[src/rtl/mem_sram_bridge_pkg.sv]
// Shared types and encodings for the MEM-stage SRAM bridge.
package mem_sram_bridge_pkg;

  localparam int unsigned DATA_W = 32;
  localparam int unsigned STRB_W = 4;

  localparam logic [1:0] SIZE_BYTE = 2'b00;
  localparam logic [1:0] SIZE_HALF = 2'b01;
  localparam logic [1:0] SIZE_WORD = 2'b10;

  typedef enum logic [1:0] {
    IDLE = 2'd0,
    ADDR = 2'd1,
    DATA = 2'd2,
    DONE = 2'd3
  } MemAccState;

  // Pipeline load/store control as carried by the EXE/MEM register.
  typedef struct packed {
    logic       sign;
    logic [1:0] size;
    logic       ReadMem;
  } LoadType;

  typedef struct packed {
    logic [1:0] size;
    logic       DMWr;
  } StoreType;

  // Request fields driven on the bus (address is kept separately, it is ADDR_W wide).
  typedef struct packed {
    logic              wr;
    logic [1:0]        size;
    logic [STRB_W-1:0] wstrb;
    logic [DATA_W-1:0] wdata;
  } sram_fields_t;

endpackage

[src/rtl/mem_sram_bridge_store_align.sv]
// Byte-lane shaping of store data: size/address offset -> byte enables and replicated data.
module mem_sram_bridge_store_align
  import mem_sram_bridge_pkg::*;
(
  input  logic [1:0]        size_i,
  input  logic [1:0]        addr_lo_i,
  input  logic [DATA_W-1:0] data_i,
  output logic [STRB_W-1:0] wstrb_o,
  output logic [DATA_W-1:0] wdata_o
);

  // Lane select and replication; size 11 falls through to word.
  always_comb begin
    wstrb_o = '0;
    wdata_o = '0;
    case (size_i)
      SIZE_BYTE: begin
        wstrb_o = STRB_W'(4'b0001 << addr_lo_i);
        wdata_o = {4{data_i[7:0]}};
      end
      SIZE_HALF: begin
        wstrb_o = addr_lo_i[1] ? 4'b1100 : 4'b0011;
        wdata_o = {2{data_i[15:0]}};
      end
      default: begin
        wstrb_o = 4'b1111;
        wdata_o = data_i;
      end
    endcase
  end

endmodule

[src/rtl/mem_sram_bridge.sv]
// MEM-stage data-memory responder: runs one load/store on an SRAM-like
// req/addr_ok/data_ok bus and stalls the pipeline until it completes.
module mem_sram_bridge
  import mem_sram_bridge_pkg::*;
#(
  parameter int unsigned ADDR_W = 32
) (
  input  logic              clk,
  input  logic              rst,
  input  logic [31:0]       MEM_ALUOut,
  input  logic [31:0]       MEM_OutB,
  input  LoadType           MEM_LoadType,
  input  StoreType          MEM_StoreType,
  input  logic              MEM_Kill,
  input  logic              MEM_Hold,
  output logic [31:0]       MEM_DMOut,
  output logic              MEM_Stall,
  output logic              data_sram_req,
  output logic              data_sram_wr,
  output logic [1:0]        data_sram_size,
  output logic [ADDR_W-1:0] data_sram_addr,
  output logic [3:0]        data_sram_wstrb,
  output logic [31:0]       data_sram_wdata,
  input  logic              data_sram_addr_ok,
  input  logic              data_sram_data_ok,
  input  logic [31:0]       data_sram_rdata
);

  MemAccState        state_q, state_d;
  sram_fields_t      fld_q, fld_d, issue_c, bus_c;
  logic [ADDR_W-1:0] addr_q, addr_d, bus_addr_c;
  logic [31:0]       rdata_q, rdata_d;
  logic              acc_c, req_c, stall_c;
  logic [31:0]       dmout_c;
  logic [1:0]        st_size_c;
  logic [3:0]        align_wstrb;
  logic [31:0]       align_wdata;
  logic              unused_sign;

  // Sign extension is applied in WB; the bridge returns the raw word.
  assign unused_sign = MEM_LoadType.sign;

  assign acc_c     = (MEM_LoadType.ReadMem | MEM_StoreType.DMWr) & ~MEM_Kill;
  assign st_size_c = (MEM_StoreType.size == 2'b11) ? SIZE_WORD : MEM_StoreType.size;

  mem_sram_bridge_store_align store_align (
    .size_i    (st_size_c),
    .addr_lo_i (MEM_ALUOut[1:0]),
    .data_i    (MEM_OutB),
    .wstrb_o   (align_wstrb),
    .wdata_o   (align_wdata)
  );

  // Request fields built from the current inputs; a store takes priority over a load.
  always_comb begin
    issue_c = '0;
    if (MEM_StoreType.DMWr) begin
      issue_c.wr    = 1'b1;
      issue_c.size  = st_size_c;
      issue_c.wstrb = align_wstrb;
      issue_c.wdata = align_wdata;
    end else begin
      issue_c.size  = MEM_LoadType.size;
    end
  end

  // Next state, field latch, read-data capture and bus/pipeline outputs.
  always_comb begin
    state_d    = state_q;
    fld_d      = fld_q;
    addr_d     = addr_q;
    rdata_d    = rdata_q;
    req_c      = 1'b0;
    stall_c    = 1'b0;
    dmout_c    = rdata_q;
    bus_c      = fld_q;
    bus_addr_c = addr_q;
    case (state_q)
      IDLE: begin
        if (acc_c) begin
          req_c      = 1'b1;
          stall_c    = 1'b1;
          bus_c      = issue_c;
          bus_addr_c = ADDR_W'(MEM_ALUOut);
          fld_d      = issue_c;
          addr_d     = ADDR_W'(MEM_ALUOut);
          state_d    = data_sram_addr_ok ? DATA : ADDR;
        end
      end
      ADDR: begin
        req_c   = 1'b1;
        stall_c = 1'b1;
        if (data_sram_addr_ok) begin
          state_d = DATA;
        end
      end
      DATA: begin
        if (data_sram_data_ok) begin
          dmout_c = data_sram_rdata;
          if (MEM_Hold) begin
            rdata_d = data_sram_rdata;
            state_d = DONE;
          end else begin
            state_d = IDLE;
          end
        end else begin
          stall_c = 1'b1;
        end
      end
      DONE: begin
        if (!MEM_Hold) begin
          state_d = IDLE;
        end
      end
      default: state_d = IDLE;
    endcase
  end

  // State, latched request fields and captured read data.
  always_ff @(posedge clk or negedge rst) begin
    if (!rst) begin
      state_q <= IDLE;
      fld_q   <= '0;
      addr_q  <= '0;
      rdata_q <= '0;
    end else begin
      state_q <= state_d;
      fld_q   <= fld_d;
      addr_q  <= addr_d;
      rdata_q <= rdata_d;
    end
  end

  assign data_sram_req   = req_c;
  assign data_sram_wr    = bus_c.wr;
  assign data_sram_size  = bus_c.size;
  assign data_sram_addr  = bus_addr_c;
  assign data_sram_wstrb = bus_c.wstrb;
  assign data_sram_wdata = bus_c.wdata;
  assign MEM_DMOut       = dmout_c;
  assign MEM_Stall       = stall_c;

endmodule

[config.mk]
export PLATFORM = sky130hd
export DESIGN_NAME = mem_sram_bridge
export DESIGN_NICKNAME = d
export VERILOG_FILES = /design/src/rtl/mem_sram_bridge_pkg.sv /design/src/rtl/mem_sram_bridge_store_align.sv /design/src/rtl/mem_sram_bridge.sv
export SDC_FILE = /design/constraint.sdc
export NUM_CORES = 1
export LEC_CHECK = 0
export BUFFER_PORTS_ARGS = -buffer_cell sky130_fd_sc_hd__buf_2
export CORE_MARGIN = 5
export CORE_UTILIZATION = 51
export DETAILED_ROUTE_END_ITERATION = 16
export HOLD_SLACK_MARGIN = 0.06
export MAX_ROUTING_LAYER = met4
export PLACE_DENSITY = 0.95
export SYNTH_ARGS = -nofsm -noshare
export SYNTH_HDL_FRONTEND = slang
export SYNTH_SLANG_ARGS = --single-unit
[constraint.sdc]
create_clock -name clk -period 2.35 [get_ports clk]
set_input_delay 0 -clock clk [delete_from_list [all_inputs] [get_ports clk]]
set_output_delay 0 -clock clk [all_outputs]
set_load 0.01 [all_outputs]
== Word level (Yosys, flattened, before mapping) ==
Cells that the tools add are included.
Word-level totals
  input port bits: 109
  word-level logic and storage cells: 48
  bits in registers: 105
Cells by class
  bitwise gates (word level): 3
  eq/ne operators: 9
  shift operators: 1
  reduce and logical (&&, ||, !) cells: 4
  muxes and demuxes: 24
Operator list (count)
  $mux 32: 4
  $mux 39: 2
  $pmux 32 s2: 1
  $mux 36: 1
  $mux 2: 8
  $ne 2x2->1 const B: 4
  $pmux 2 s4: 1
  $pmux 4 s2: 1
  $eq 2x2->1 const B: 3
  $eq 2x1->1 const B: 2
  $logic_not 2->1: 2
  $mux 4: 1
  $reduce_and 4->1: 1
  $shl 1x2->4 const A: 1
  $mux 1: 3
  $pmux 1 s3: 1
  $reduce_and 3->1: 1
  $pmux 1 s2: 1
  $and 1x1->1: 1
  $not 1->1: 1
  $or 1x1->1: 1

== Longest topological paths before layout ==
  depth after elaboration: 7
  mapped depth: 5
  gate-level depth less buffers: 3

== Cells and area by module ==
A second synthesis with hierarchy kept.
Second synthesis, totals
  cells, all modules: 409
  area total of the unflattened synthesis: 5242.5 um2
By module, submodules not included
  mem_sram_bridge: cells each 349, seq. area each 2627.5 um2, area an instance 4718.3 um2, times used 1
  mem_sram_bridge_store_align: cells each 60, seq. area each 0.0 um2, area an instance 524.3 um2, times used 1

== Worst setup path before layout ==
Ideal clock, no wire load.
  path kind: register to register
  start: register state_q[1]
  end: register fld_q[16] (netlist name)
  arrival: 1362 ps
  slack: 867 ps
  period minus slack after synthesis: 1483 ps
  library setup time: 122 ps
  buffers on the path: 2
  stages on the path, launching flop included: 6
  cell sequence: dfrtp_1 nor3_2 buf_4 nand2_2 buf_1 o2bb2ai_1
Between the ends
  word-level cells in the longest chain between the ends: 2
RTL lines
  start: declaration: RTL line mem_sram_bridge.sv:29  | MemAccState state_q, state_d;
  start signal: assignment: RTL line mem_sram_bridge.sv:127  | state_q <= state_d;
  $logic_not 2->1
  $mux 39
  via data_sram_wdata[16]: RTL line mem_sram_bridge.sv:23  | output logic [31:0] data_sram_wdata,
  end signal: assignment: RTL line mem_sram_bridge.sv:128  | fld_q <= fld_d;
  end: declaration: RTL line mem_sram_bridge.sv:30  | sram_fields_t fld_q, fld_d, issue_c, bus_c;
The timed path passes the listed nets, and every way through them passes these cells.
A chain may end at the register's enable or synchronous reset.

== Worst setup path after layout ==
  start: register state_q[1]
  end: output port data_sram_addr[27]
Between the ends
  word-level cells in the longest chain between the ends: 2
RTL lines
  $logic_not 2->1: RTL line mem_sram_bridge.sv:78  | case (state_q)
  $mux 32: RTL line mem_sram_bridge.sv:78
  end: declaration: RTL line mem_sram_bridge.sv:21  | output logic [ADDR_W-1:0] data_sram_addr,
Every way passes these cells.

==> qor.yml <==
status:
  status: "completed"
routing:
  wl_mm: 14.91
  drt_iter0_drc: 134
  dr_total_vias: 4033
  wire_per_inst_um: 19.42
  ant_nets: 0
  drtPass1Iterations: 4
  via_per_inst: 5.251
  drcViolationCount: 0
yosys:
  synth_edf_count: 0
  yosys_register_bits: 105
  netlist_area_um2: 4733
  synthDistinctLibCells: 30
  async_reset_ff_share_pct: 100.0
  synth_cells: 332
  ys_seq_area_share_pct: 55.51
  syn_nets: 441
  yosys_most_used_dff: "dfrtp_1"
  yosysWarnings: 0
  avgSynthCellArea_um2: 14.26
power:
  p_seq_share_pct: 37.7
  irDropWorstVdd_uv: 894.7
  p_int_mw: 5.126
  p_leak_nw: 3.617
  p_clk_share_pct: 14.1
  total_power_mw: 8.010
  p_per_area_nw_per_um2: 1108
  switching_power_mw: 2.884
  switching_share_pct: 36.01
  p_comb_share_pct: 48.2
place:
  place_congestion: 0.8247
  dp.cells: 638
  hpwl_mm: 9.104
  place_area_um2: 5859
  port_buffers: 212
  pre_cts_ws_ps: 510.9
setup_path:
  required_ps: 2350
  rr_worst_depth: 4
  reg2reg_slack_ps: 660
  start_kind: "flip-flop"
  crit_fanout: 71
  cp-endpoint: "data_sram_addr[27]"
  critPathKind: "flip-flop to output port"
  critPathCaptureType: "output port"
  crit_start: "state_q[1]"
  cp.arrival_ps: 2070
  reg2reg_to: "addr_q[27]"
  rr_startpoint: "state_q[1]"
sta:
  finalHoldViolations: 0
  setup_viol: 0
  final.setup.tns_ps: 0
  maxSlewViolCount: 0
  finalCritPeriodShare_pct: 88.10
  rsz0062_at_grt: "false"
  tightest_slew_ps: 692.7
  layout_setup_ws_ps: 279.7
  fmax_mhz: 483.0
  max_slew_margin_pct: 53.82
  timing.hold.ws_ps: 108.9
  fin_crit_ps: 2070
  clock_skew_ps: 9.561
die:
  die_width_um: 106.3
  ios: 214
  fp.dieH_um: 106.3
  rows: 35
  initial_core_util_pct: 51.72
  coreArea_um2: 9153
  die_area_um2: 11310
cells_and_area:
  nets: 762
  multi_input_area_um2: 1972
  drive_gt1_share_pct: 52.66
  final_cells: 768
  post-route-util_pct: 78.96
  finalInstanceArea_um2: 7227
  fillers: 504
  insertedDiodeCount: 0
  regArea_um2: 2628
  synthToLayoutAreaGrowth_pct: 52.68
global_route:
  track_usage_pct: 27.82
  antenna_found_initial: 0
  grt_pass1_wl_mm: 23.96
  grt_max_degree: 72
  first_global_vias: 4674
  gr-total-overflow: 0
clocking:
  cts.sink_count: 105
  clockRootBuffer: "clkbuf_8"
  cts.clk_slew.worst_paths_ps: 90
  clk_path_buf_depth: 2
  clkLatencyLatePin_ps: 350
  cts-htree-levels: 3
  cts_made_buffers: 9
  cts_tree: "done"
hold_path:
  hold_class: "input pin to flip-flop"
run:
  maxCapViolCount: 0
cells by family after synthesis:
family,synth area share (%)
compound gates,8.089
flops,55.51
mux,30.53
buf+inv,3.225
simple gates,2.644
cell usage in the layout, fill, tap and decap left out, types with 4 or more instances in the layout:
| master | n |
|---|---|
| dlygate4sd3_1 | 115 |
| o2bb2ai_1 | 26 |
| clkbuf_8 | 10 |
| dfrtp_1 | 105 |
| and3_1 | 8 |
| buf_4 | 4 |
| mux2_2 | 107 |
| a21o_1 | 10 |
| mux2i_1 | 24 |
| buf_2 | 211 |
| inv_1 | 5 |
area by class of cell:
| class | count | area share, % |
|---|---|---|
| Tap cell | 111 | 1.922 |
| Sequential cell | 105 | 36.36 |
| Clock buffer | 10 | 1.904 |
| Clock inverter | 5 | 0.8830 |
| Inverter | 5 | 0.2597 |
| Multi-Input combinational cell | 200 | 27.29 |
| Timing Repair Buffer | 332 | 31.39 |
repair_timing:
action / 4_1_cts / 5_1_grt
endpoints found under the setup margin: 0 / 12
hold buffers: 115 / 0
endpoints found under the hold margin: 154 / 0
setup buffers: 0 / 0
resized for setup: 0 / 3
metal layers:
| layer | global-route usage [%] | part of all wire (%) | up-vias |
|---|---|---|---|
| met1 | 30.62 | 38 | 1961 |
| met3 | 5.707 | 7.1 | 40 |
| met4 | 11.10 | 3.0 | 0 |
| met2 | 49.32 | 52 | 176 |
| met5 | - | 0 | - |
| li1 | - | - | 1856 |
cells in the mapped netlist (2+ instances only):
cell / number / share of area (%)
inv_1: 5 / 0.40
mux2_2: 107 / 25
clkbuf_1: 2 / 0.16
buf_4: 4 / 0.63
dfrtp_1: 105 / 56
nand2_1: 3 / 0.24
a21o_1: 10 / 1.6
buf_6: 3 / 0.71
a21oi_1: 3 / 0.32
mux2i_1: 24 / 5.1
buf_2: 11 / 1.2
buf_1: 2 / 0.16
o21ai_0: 3 / 0.32
o2bb2ai_1: 27 / 5.0
and3_1: 8 / 1.1
power by group through the flow:
stage	Clock, mW	Sequential, mW	Combinational (mW)
finish	1.13	3.02	3.86
global route	1.23	3.10	4.15
CTS	1.17	2.98	3.78
detailed placement	0	3.02	3.59
global placement	0	2.94	3.47
floorplan	0	2.89	2.27
worst min path at each step:
stage | from | end | slack (ps) | depth (start not counted)
after floorplan | rst | addr_q[0] | -300 | 0
final | MEM_LoadType[1] | fld_q[36] | 110 | 4
after global routing | MEM_OutB[2] | fld_q[2] | 130 | 3
after CTS | MEM_LoadType[1] | fld_q[36] | 70 | 4
after global placement | rst | rdata_q[2] | 80 | 1
after detailed placement | rst | rdata_q[3] | 80 | 1
registers in the layout, indices dropped and copies added (netlist names):
| signal | flops |
|---|---|
| addr_q | 32 |
| state_q | 2 |
| rdata_q | 32 |
| fld_q | 39 |
worst max-delay path, stage by stage (launching register included):
cell	delay (ps)
dfrtp_1	470
nor3_2	100
o21ai_4	60
buf_6	480
mux2_2	420
buf_2	150
Note: power is estimated with default switching activity, not from simulation.
